`config.mk`:
```
export PLATFORM = sky130hd
export DESIGN_NAME = uart_tx_flat
export DESIGN_NICKNAME = d
export VERILOG_FILES = /design/src/rtl/uart_pkg.sv /design/src/rtl/uart_tx_if.sv /design/src/rtl/uart_baud_gen.sv /design/src/rtl/uart_tx.sv /design/src/flat_wrapper.sv
export SDC_FILE = /design/constraint.sdc
export NUM_CORES = 1
export LEC_CHECK = 0
export CAP_MARGIN = 10
export CORE_MARGIN = 10
export CORE_UTILIZATION = 59
export CTS_CLUSTER_DIAMETER = 40
export DETAILED_ROUTE_END_ITERATION = 7
export GPL_ROUTABILITY_DRIVEN = 0
export PLACE_DENSITY = 0.86
export SETUP_SLACK_MARGIN = 0.02
export SKIP_LAST_GASP = 1
export SLEW_MARGIN = 10
export SYNTH_ARGS = -nofsm -noshare
export SYNTH_HDL_FRONTEND = slang
export SYNTH_SLANG_ARGS = --single-unit
```
`constraint.sdc`:
```
create_clock -name clk -period 6.3 [get_ports clk]
set_clock_uncertainty 0.05 [all_clocks]
set_input_delay 0.945 -clock clk [delete_from_list [all_inputs] [get_ports clk]]
set_output_delay 0.945 -clock clk [all_outputs]
set_load 0.05 [all_outputs]
```
`src/rtl/uart_pkg.sv`:
```
// uart_pkg: shared UART state encoding, parity modes and line constants
package uart_pkg;
  typedef enum logic [2:0] {IDLE, LOAD, START, DATA, PARITY, STOP} tx_state_t;
  localparam int PAR_NONE = 0;
  localparam int PAR_EVEN = 1;
  localparam int PAR_ODD = 2;
  localparam logic LINE_IDLE = 1'b1;
endpackage

```
`src/rtl/uart_tx_if.sv`:
```
// uart_tx_if: standard-read FIFO pop port between the TX FIFO and the transmitter
interface uart_tx_if #(parameter int DATA_WIDTH = 8);
  logic rd_en;
  logic empty;
  logic [DATA_WIDTH-1:0] dout;
  modport master (output rd_en, input empty, dout);
  modport slave (input rd_en, output empty, dout);
endinterface

```
`src/rtl/uart_baud_gen.sv`:
```
// uart_baud_gen: bit-period divider, restartable, pulses bit_done at the last cycle of each period
module uart_baud_gen #(
  parameter int CLKS_PER_BIT = 868
) (
  input  logic clk,
  input  logic rst_n,
  input  logic restart,
  output logic bit_done
);
  localparam int CW = $clog2(CLKS_PER_BIT);
  logic [CW-1:0] cnt_q, cnt_d;
  assign bit_done = cnt_q == CW'(CLKS_PER_BIT - 1);
  // wrap on period end so consecutive bits in one state never drift
  always_comb cnt_d = (restart || bit_done) ? '0 : cnt_q + CW'(1);
  // divider count register
  always_ff @(posedge clk or negedge rst_n)
    if (!rst_n) cnt_q <= '0;
    else cnt_q <= cnt_d;
endmodule

```
`src/rtl/uart_tx.sv`:
```
// uart_tx: pops words from a standard-read FIFO and serialises them as start/data/parity/stop frames
module uart_tx import uart_pkg::*; #(
  parameter int DATA_WIDTH = 8,
  parameter int CLKS_PER_BIT = 868,
  parameter int PARITY = 0,
  parameter int STOP_BITS = 1
) (
  input  logic       clk,
  input  logic       rst_n,
  input  logic       tx_en,
  uart_tx_if.master  fifo,
  output logic       txd,
  output logic       busy
);
  localparam int IW = 4;
  tx_state_t state_q, state_d;
  logic [DATA_WIDTH-1:0] shift_q, shift_d;
  logic [IW-1:0] idx_q, idx_d;
  logic par_q, par_d, txd_q, txd_d, busy_q, busy_d, bit_done;
  assign fifo.rd_en = (state_q == IDLE) & tx_en & ~fifo.empty;
  assign txd = txd_q;
  assign busy = busy_q;
  uart_baud_gen #(.CLKS_PER_BIT(CLKS_PER_BIT)) u_baud (
    .clk(clk),
    .rst_n(rst_n),
    .restart(state_d != state_q),
    .bit_done(bit_done)
  );
  // next-state, shifter and registered line/busy values
  always_comb begin
    state_d = state_q;
    shift_d = shift_q;
    par_d = par_q;
    idx_d = idx_q;
    txd_d = txd_q;
    busy_d = busy_q;
    case (state_q)
      IDLE: if (fifo.rd_en) begin
        state_d = LOAD;
        busy_d = 1'b1;
      end
      LOAD: begin
        shift_d = fifo.dout;
        par_d = (PARITY == PAR_ODD) ? ~^fifo.dout : ^fifo.dout;
        txd_d = 1'b0;
        state_d = START;
      end
      START: if (bit_done) begin
        state_d = DATA;
        txd_d = shift_q[0];
        idx_d = '0;
      end
      DATA: if (bit_done) begin
        if (idx_q == IW'(DATA_WIDTH - 1)) begin
          state_d = (PARITY != PAR_NONE) ? uart_pkg::PARITY : STOP;
          txd_d = (PARITY != PAR_NONE) ? par_q : LINE_IDLE;
          idx_d = '0;
        end else begin
          shift_d = shift_q >> 1;
          txd_d = shift_q[1];
          idx_d = idx_q + IW'(1);
        end
      end
      uart_pkg::PARITY: if (bit_done) begin
        state_d = STOP;
        txd_d = LINE_IDLE;
        idx_d = '0;
      end
      STOP: if (bit_done) begin
        if (idx_q == IW'(STOP_BITS - 1)) begin
          state_d = IDLE;
          busy_d = 1'b0;
        end else idx_d = idx_q + IW'(1);
      end
      default: state_d = IDLE;
    endcase
  end
  // state and datapath registers; reset drives the line idle immediately
  always_ff @(posedge clk or negedge rst_n)
    if (!rst_n) begin
      state_q <= IDLE;
      shift_q <= '0;
      par_q <= 1'b0;
      idx_q <= '0;
      txd_q <= LINE_IDLE;
      busy_q <= 1'b0;
    end else begin
      state_q <= state_d;
      shift_q <= shift_d;
      par_q <= par_d;
      idx_q <= idx_d;
      txd_q <= txd_d;
      busy_q <= busy_d;
    end
endmodule

```
`src/flat_wrapper.sv`:
```
// flat-port wrapper written by rule: the top's interface ports become plain ports
module uart_tx_flat import uart_pkg::*;
#(
  parameter int DATA_WIDTH = 8,
  parameter int CLKS_PER_BIT = 868,
  parameter int PARITY = 0,
  parameter int STOP_BITS = 1
)
  (clk, rst_n, tx_en, txd, busy, fifo_rd_en, fifo_empty, fifo_dout);
  uart_tx_if #(.DATA_WIDTH(DATA_WIDTH)) fifo_i ();
  input  logic clk;
  input  logic rst_n;
  input  logic tx_en;
  output logic txd;
  output logic busy;
  output wire logic [$bits(fifo_i.rd_en)-1:0] fifo_rd_en;
  input wire logic [$bits(fifo_i.empty)-1:0] fifo_empty;
  input wire logic [$bits(fifo_i.dout)-1:0] fifo_dout;
  assign fifo_rd_en = fifo_i.rd_en;
  assign fifo_i.empty = fifo_empty;
  assign fifo_i.dout = fifo_dout;
  uart_tx #(.DATA_WIDTH(DATA_WIDTH), .CLKS_PER_BIT(CLKS_PER_BIT), .PARITY(PARITY), .STOP_BITS(STOP_BITS)) u_core (.clk(clk), .rst_n(rst_n), .tx_en(tx_en), .fifo(fifo_i), .txd(txd), .busy(busy));
endmodule
```
# After elaboration in Yosys (flattened, before gate mapping)
# Cells that the tools add are included.
[op_classes]
add_sub_neg = 2
bitwise = 3
shifts = 0
mux = 27
div = 0
n_eq_ne = 17
mul = 0
magnitude_cmp = 0
reduce_logical = 12
[ops]
columns = ["cell", "count"]
rows = [
  ["2-to-1 mux 3 bit", 7],
  ["2-to-1 mux 4 bit", 5],
  ["case mux 3 bit (6 select lines)", 1],
  ["2-to-1 mux 8 bit", 2],
  ["case mux 8 bit (2 select lines)", 1],
  ["!= test 2 bit (second input constant)", 7],
  ["case mux 4 bit (3 select lines)", 1],
  ["adder 10 x 1 -> 10 bit (second input constant)", 1],
  ["equality test 10 bit (second input constant)", 1],
  ["2-to-1 mux 10 bit", 1],
  ["AND reduction 4 bit", 2],
  ["2-to-1 mux 1 bit", 7],
  ["equality test 3 x 2 -> 1 bit (second input constant)", 2],
  ["equality test 3 bit (second input constant)", 2],
  ["AND reduction 5 bit", 1],
  ["adder 4 x 1 -> 4 bit (second input constant)", 1],
  ["equality test 4 x 3 -> 1 bit (second input constant)", 1],
  ["logical NOT 4 bit", 1],
  ["!= test 2 x 1 -> 1 bit (second input constant)", 2],
  ["case mux 1 bit (4 select lines)", 1],
  ["nonzero test 2 bit", 2],
  ["nonzero test 4 bit", 1],
  ["equality test 3 x 1 -> 1 bit (second input constant)", 1],
  ["logical NOT 3 bit", 1],
  ["8 further kinds", 9],
]
[word_totals]
latch_bits = 0
wordCells = 67
n_memories = 0
mem_bits_ro = 0
ram_bits = 0
output_inout_bits = 3
inputBits = 12
reg_bits = 27

# Longest topological paths before layout
# Gate-level depths: netlist of the first run.
[depth]
word_depth = 8
depth_mapped = 6
ltp_nobuf = 6

# Modules after synthesis
# Synthesis of the first run repeated with hierarchy kept, for this count alone.
[unflattened]
cells_unflattened = 156
hier_area_um2 = 1522.7
[modules_own_cells]
columns = ["module", "area_per_inst_um2", "instances", "seq_area_each_um2", "cells_each"]
rows = [
  ["uart_tx", 1008.5, 1, 426.7, 104],
  ["uart_baud_gen", 514.2, 1, 250.2, 52],
]

# Worst setup path after synthesis of the first run
# OpenSTA, ideal clock, no wires.
[synth_path]
kind = "input -> output"
from = "input port fifo_empty"
to = "output port fifo_rd_en"
slack_ns = 3.826
required_ns = 5.305
path_buffers = 0
t_arrival_ns = 1.479
path_stages = 3
cell_sequence = "nor2_1 > nand3_1 > inv_1"
[synth_between]
elab_chain_cells = 2
[synth_rtl]
columns = ["item", "line", "text"]
rows = [
  ["from (decl)", "flat_wrapper.sv:17", "input wire logic [$bits(fifo_i.empty)-1:0] fifo_empty;"],
  ["NOT 1 bit", "uart_tx.sv:20", "assign fifo.rd_en = (state_q == IDLE) & tx_en & ~fifo.empty;"],
  ["AND 1 bit", "uart_tx.sv:20", ""],
  ["to (decl)", "flat_wrapper.sv:16", "output wire logic [$bits(fifo_i.rd_en)-1:0] fifo_rd_en;"],
]
# No other way between the ends.

# Worst setup path in the final report of the first run
# Ends and elaborated chain as after synthesis.

==> results of run 1 <==
[how the worst max path moves through the flow]
stage | end | slack [ns]
floorplan | fifo_rd_en | 3.83
global placement | fifo_rd_en | 2.86
detailed placement | fifo_rd_en | 2.83
CTS | fifo_rd_en | 2.82
global route | fifo_rd_en | 2.74
finish | fifo_rd_en | 2.84
[cells by family (layout without fill, tap and decap cells)]
group,Yosys count,count (layout),synth area share
buffers and inverters,11,25,0.0344
muxes,14,14,0.127
AOI/OAI and AO/OA,21,21,0.102
and+or+nand+nor,54,54,0.197
xor gates and xnor gates,8,8,0.0482
DFF,27,27,0.466
adders and majority gates,3,3,0.0258
[cell type report]
cell class                 instances  area share
multi-input combinational        100       0.443
sequential                        27       0.413
timing repair buffer              15      0.0901
tap                               28      0.0214
clock buffer                       3      0.0138
inverter                           6      0.0138
clock inverter                     1     0.00458
[worst reg2reg max path: stages (launching register included)]
cell     delay, ns
dfrtp_1       0.42
ha_1          0.21
or3b_1        0.37
or4_1         0.68
o21a_1        0.43
mux2_4        0.37
[registers in the layout, indices dropped and copies added (netlist names)]
register	cells
u_core.txd	1
u_core.u_baud.cnt_q	10
u_core.shift_q	8
u_core.busy	1
u_core.state_q	3
u_core.idx_q	4
[cell usage after synthesis, types with 3 or more instances]
cell / n
nand4_1: 6
mux2_4: 7
nand3_1: 9
dfrtp_1: 26
ha_1: 3
mux2_2: 7
clkbuf_1: 3
inv_1: 6
xor2_1: 6
nand2b_1: 5
nand2_1: 7
o21ai_0: 6
nor2_1: 14
[per-layer routing]
metal | up-vias | track usage
li1 | 530 | -
met1 | 546 | 0.157
met2 | 28 | 0.208
met3 | 2 | 0.0214
met4 | 0 | 0.0370
met5 | - | 0
[through the flow]
stage               power (mW)  hold slack (ns)  instance area, um^2  utilization
floorplan                0.390            0.398                 1450            -
global placement         0.420            0.418                 1610        0.706
detailed placement       0.433            0.429                 1610        0.706
CTS                      0.510            0.448                 1640        0.720
global route             0.543            0.471                 1640        0.720
finish                   0.507            0.450                 1640        0.720
[power by group]
part / switching (mW) / total, mW / internal (mW)
Clock: 0.0509 / 0.0751 / 0.0242
Sequential: 0.0528 / 0.278 / 0.225
Combinational: 0.0622 / 0.153 / 0.0913
==> impl_metrics.py, run 1 <==
metrics = {
    "clock_tree": {
        "insertion_delay_ns": 0.32,
        "cts.clk_slew.worst_paths_ns": 0.15,
        "clkSinkCount": 27,
        "cts_setup_buffers": 0,
        "cts_tree": "yes",
        "clockBufferDepth": 2,
        "cts_hold_buffers": 0,
        "cts-resized-gates": 0,
        "cts_buffers": 3,
        "root_buffer": "clkbuf_4",
        "htreeDepth": 1,
    },
    "sta": {
        "period_minus_slack_ns": 3.46,
        "max-slew-margin-rel": 0.300,
        "finalSetupViolCount": 0,
        "drv_slew": 0,
        "worst_slack_ns": 2.84,
        "worst-slew-pin-transition_ns": 1.04,
        "grt_setup_unrepaired": "false",
        "finalHoldViolations": 0,
        "fmax_mhz": 289,
        "period_share": 0.550,
        "setup_tns_ns": 0,
    },
    "finish": {
        "nets": 168,
        "fillCellCount": 167,
        "layout_common_cells": "dfrtp_1 (26), nor2_1 (14), clkdlybuf4s50_1 (14), nand3_1 (9)",
        "multiInputGateArea_um2": 726,
        "seqCellArea_um2": 677,
        "synthToLayoutAreaGrowth_pct": 12.7,
        "mostFrequentLayoutCell": "dfrtp_1",
        "drive_gt1_frac": 0.132,
        "fin_cells": 180,
        "antenna_cells": 0,
    },
    "run_status": {
        "status": "finished clean",
    },
    "route": {
        "dr.pass1.iters": 4,
        "viasPerCell": 6.14,
        "ant_nets": 0,
        "routedWlPerCell_um": 16.5,
        "dr_wl_met2_mm": 1.51,
        "top_layer": "met4",
        "drc": 0,
        "m1WireLength_mm": 1.29,
        "route.vias.total": 1106,
        "drtIter0Drc": 143,
        "wirelength_mm": 2.97,
        "wl_met3_um": 153,
    },
    "yosys": {
        "ys_types": 38,
        "yosys_warnings": 0,
        "yosys.area.top_type": "dfrtp_1",
        "syn-cell-area_mm2": 0.00145,
        "synthTopCellsByArea": "dfrtp_1 (45%), mux2_4 (7.2%), mux2_2 (5.4%)",
        "synthArstFlopShare": 1.00,
        "ys_ff_latch": 27,
        "syn_inst": 138,
        "synth_top_area_frac": 0.448,
        "synth_flop_cell": "dfrtp_1",
        "yosysSeqAreaShare": 0.466,
        "synth_edf_count": 0,
        "avgSynthCellArea_um2": 10.5,
        "synth_nets": 153,
    },
    "hold_path": {
        "holdPathStages": 1,
        "hp-class": "flip-flop to flip-flop",
        "hold_end": "u_core.u_baud.cnt_q[0]",
        "min_from": "u_core.u_baud.cnt_q[0]",
    },
    "power": {
        "cellPowerDensity_mw_per_mm2": 309,
        "p_leak_nw": 0.717,
        "ir_worst_vdd_uv": 220,
    },
    "flow_run": {
        "drv_cap": 0,
    },
    "die": {
        "die_h_um": 69.6,
        "die_area_mm2": 0.00485,
        "initial_utilization": 0.638,
        "pin_count": 15,
        "fp.dieW_um": 69.6,
        "rows": 17,
        "core_mm2": 0.00228,
    },
    "setup_path": {
        "crit_family": "buffers and inverters",
        "cp.depth": 5,
        "cpPeakStageDelay_ns": 0.80,
        "rr_endpoint": "u_core.shift_q[4]",
        "crit_top_cell": "clkdlybuf4s50_1",
        "cp_slowest_cell": "clkdlybuf4s50_1",
        "crit_path_cell_trace": "clkdlybuf4s50_1 > nor2_1 > nand3_1 > inv_1 > clkdlybuf4s50_1",
        "cp-startpoint": "fifo_empty",
        "r2r_start": "u_core.u_baud.cnt_q[0]",
        "crit_fanout": 4,
        "r2r_slack_ns": 3.67,
        "crit_path_end_kind": "output port",
        "crit_required_ns": 5.30,
        "startpoint_type": "input port",
        "cp_num_buf_inv": 3,
        "path_class": "input port to output port",
        "cp.arrival_ns": 2.47,
        "reg2reg_depth": 5,
    },
    "grt": {
        "grt_pass1_wl_mm": 5.15,
        "grtUsageTotal": 0.124,
        "first_global_vias": 1079,
        "grt.overflow.total": 0,
        "grt_max_degree": 28,
        "antenna_found_initial": 0,
    },
    "placed_design": {
        "place_inst": 176,
        "io_buffers": 14,
        "dp_hpwl_mm": 2.17,
        "pre_cts_ws_ns": 2.83,
    },
}
(Power assumes the default switching activity.)
==> inputs of run 2 (changes only) <==
--- a/config.mk
+++ b/config.mk
@@ -7,11 +7,11 @@
 export LEC_CHECK = 0
 export CAP_MARGIN = 10
 export CORE_MARGIN = 10
-export CORE_UTILIZATION = 59
+export CORE_UTILIZATION = 50
 export CTS_CLUSTER_DIAMETER = 40
 export DETAILED_ROUTE_END_ITERATION = 7
 export GPL_ROUTABILITY_DRIVEN = 0
-export PLACE_DENSITY = 0.86
+export PLACE_DENSITY = 0.78
 export SETUP_SLACK_MARGIN = 0.02
 export SKIP_LAST_GASP = 1
 export SLEW_MARGIN = 10
==> constraint.sdc (replaced) <==
create_clock -name clk -period 3.07 [get_ports clk]
set_clock_uncertainty 0.05 [all_clocks]
set_input_delay 0.4605 -clock clk [delete_from_list [all_inputs] [get_ports clk]]
set_output_delay 0.4605 -clock clk [all_outputs]
set_load 0.05 [all_outputs]
==> impl_metrics.py, run 2 (same netlist as run 1, synthesis figures left out) <==
metrics = {
    "grt": {
        "grt.overflow.total": 0,
        "grt_max_degree": 16,
        "grt_pass1_wl_mm": 5.18,
        "antenna_found_initial": 0,
        "grtUsageTotal": 0.115,
        "first_global_vias": 1131,
    },
    "clock_tree": {
        "cts_setup_buffers": 0,
        "cts-resized-gates": 0,
        "cts_hold_buffers": 0,
        "root_buffer": "clkbuf_4",
        "cts.clk_slew.worst_paths_ns": 0.15,
        "insertion_delay_ns": 0.32,
        "clkSinkCount": 27,
        "cts_buffers": 3,
        "clockBufferDepth": 2,
        "cts_tree": "yes",
        "htreeDepth": 1,
    },
    "setup_path": {
        "crit_fanout": 11,
        "crit_required_ns": 2.56,
        "cp.arrival_ns": 2.15,
        "path_class": "flip-flop to output port",
        "startpoint_type": "flip-flop",
        "r2r_start": "u_core.u_baud.cnt_q[0]",
        "crit_path_end_kind": "output port",
        "cp-startpoint": "u_core.state_q[1]",
    },
    "sta": {
        "setup_tns_ns": 0,
        "grt_setup_unrepaired": "false",
        "fin_hold_ws_ns": 0.445,
        "fmax_mhz": 376,
        "period_share": 0.866,
        "worst-slew-pin-transition_ns": 0.612,
        "period_minus_slack_ns": 2.66,
        "drv_slew": 0,
        "finalSetupViolCount": 0,
        "max-slew-margin-rel": 0.590,
        "finalHoldViolations": 0,
    },
    "die": {
        "rows": 19,
        "die_h_um": 73.9,
        "fp.dieW_um": 73.9,
        "pin_count": 15,
        "initial_utilization": 0.527,
        "die_area_mm2": 0.00546,
        "core_mm2": 0.00276,
    },
    "finish": {
        "synthToLayoutAreaGrowth_pct": 13.9,
        "antenna_cells": 0,
        "nets": 170,
        "drive_gt1_frac": 0.143,
        "reg.largest.list": "u_core.u_baud.cnt_q x10, u_core.shift_q x8, u_core.idx_q x4",
        "mostFrequentLayoutCell": "dfrtp_1",
        "fin_cells": 185,
        "top_register": "u_core.u_baud.cnt_q",
        "largest_reg_flops": 10,
        "layout_common_cells": "dfrtp_1 (26), nor2_1 (14), clkdlybuf4s50_1 (14), nand3_1 (9)",
    },
    "route": {
        "routedWlPerCell_um": 15.1,
        "ant_nets": 0,
        "dr.pass1.iters": 4,
        "drc": 0,
        "route.vias.total": 1079,
        "m1WireLength_mm": 1.26,
        "top_layer": "met4",
        "wirelength_mm": 2.79,
        "viasPerCell": 5.83,
        "dr_wl_met2_mm": 1.38,
        "wl_met3_um": 131,
        "drtIter0Drc": 92,
    },
    "power": {
        "cellPowerDensity_mw_per_mm2": 622,
        "ir_worst_vdd_uv": 510,
        "p_leak_nw": 0.730,
        "total_power_mw": 1.03,
    },
    "flow_run": {
        "drv_cap": 0,
    },
    "placed_design": {
        "dp_hpwl_mm": 2.17,
        "place_inst": 181,
        "io_buffers": 14,
    },
    "hold_path": {
        "hp-class": "input port to asynchronous set/reset pin",
    },
    "run_status": {
        "status": "finished clean",
    },
}
[run 2: stage by stage]
stage | util | area, um^2 | worst slack (ns)
after global placement | 0.590 | 1630 | 0.600
after floorplan | - | 1450 | 0.898
after global routing | 0.600 | 1650 | 0.279
final | 0.600 | 1650 | 0.411
after CTS | 0.600 | 1650 | 0.399
after detailed placement | 0.590 | 1630 | 0.569
[run 2: power by group]
group / leakage (nW) / total (mW) / internal (mW) / switching [mW]
Sequential: 0.338 / 0.569 / 0.462 / 0.106
Clock: 0.0177 / 0.154 / 0.0488 / 0.105
Combinational: 0.375 / 0.306 / 0.187 / 0.119
Total: 0.730 / 1.03 / 0.698 / 0.331
[run 2: final timing paths]
| path | slack (ns) | cells after the start | to |
|---|---|---|---|
| min reg2reg | 0.45 | 1 | u_core.u_baud.cnt_q[0] |
| max reg2reg | 0.70 | 5 | u_core.shift_q[3] |
| min in group clk | 0.45 | 1 | u_core.u_baud.cnt_q[0] |
| min | 0.45 | 1 | u_core.shift_q[1] |
| max | 0.41 | 4 | fifo_rd_en |
| max in group asynchronous | 1.90 | 2 | u_core.u_baud.cnt_q[3] |
[run 2: cell type report]
class	count	area (um^2)
fill	237	1100
multi-input combinational	100	726
sequential	27	677
timing repair buffer	17	163
tap	31	38.8
clock buffer	3	22.5
inverter	6	22.5
clock inverter	1	5.00
[run 2: per-layer routing]
layer,up-vias,track usage
li1,534,-
met1,524,0.142
met2,19,0.192
met3,2,0.0256
met4,0,0.0373
met5,-,0
[run 2: worst max-delay path, cell delays in order (launching register included)]
cell             delay (ns)
dfrtp_1                0.52
nor2_1                 0.24
nand3_1                0.19
inv_1                  0.08
clkdlybuf4s50_1        0.80
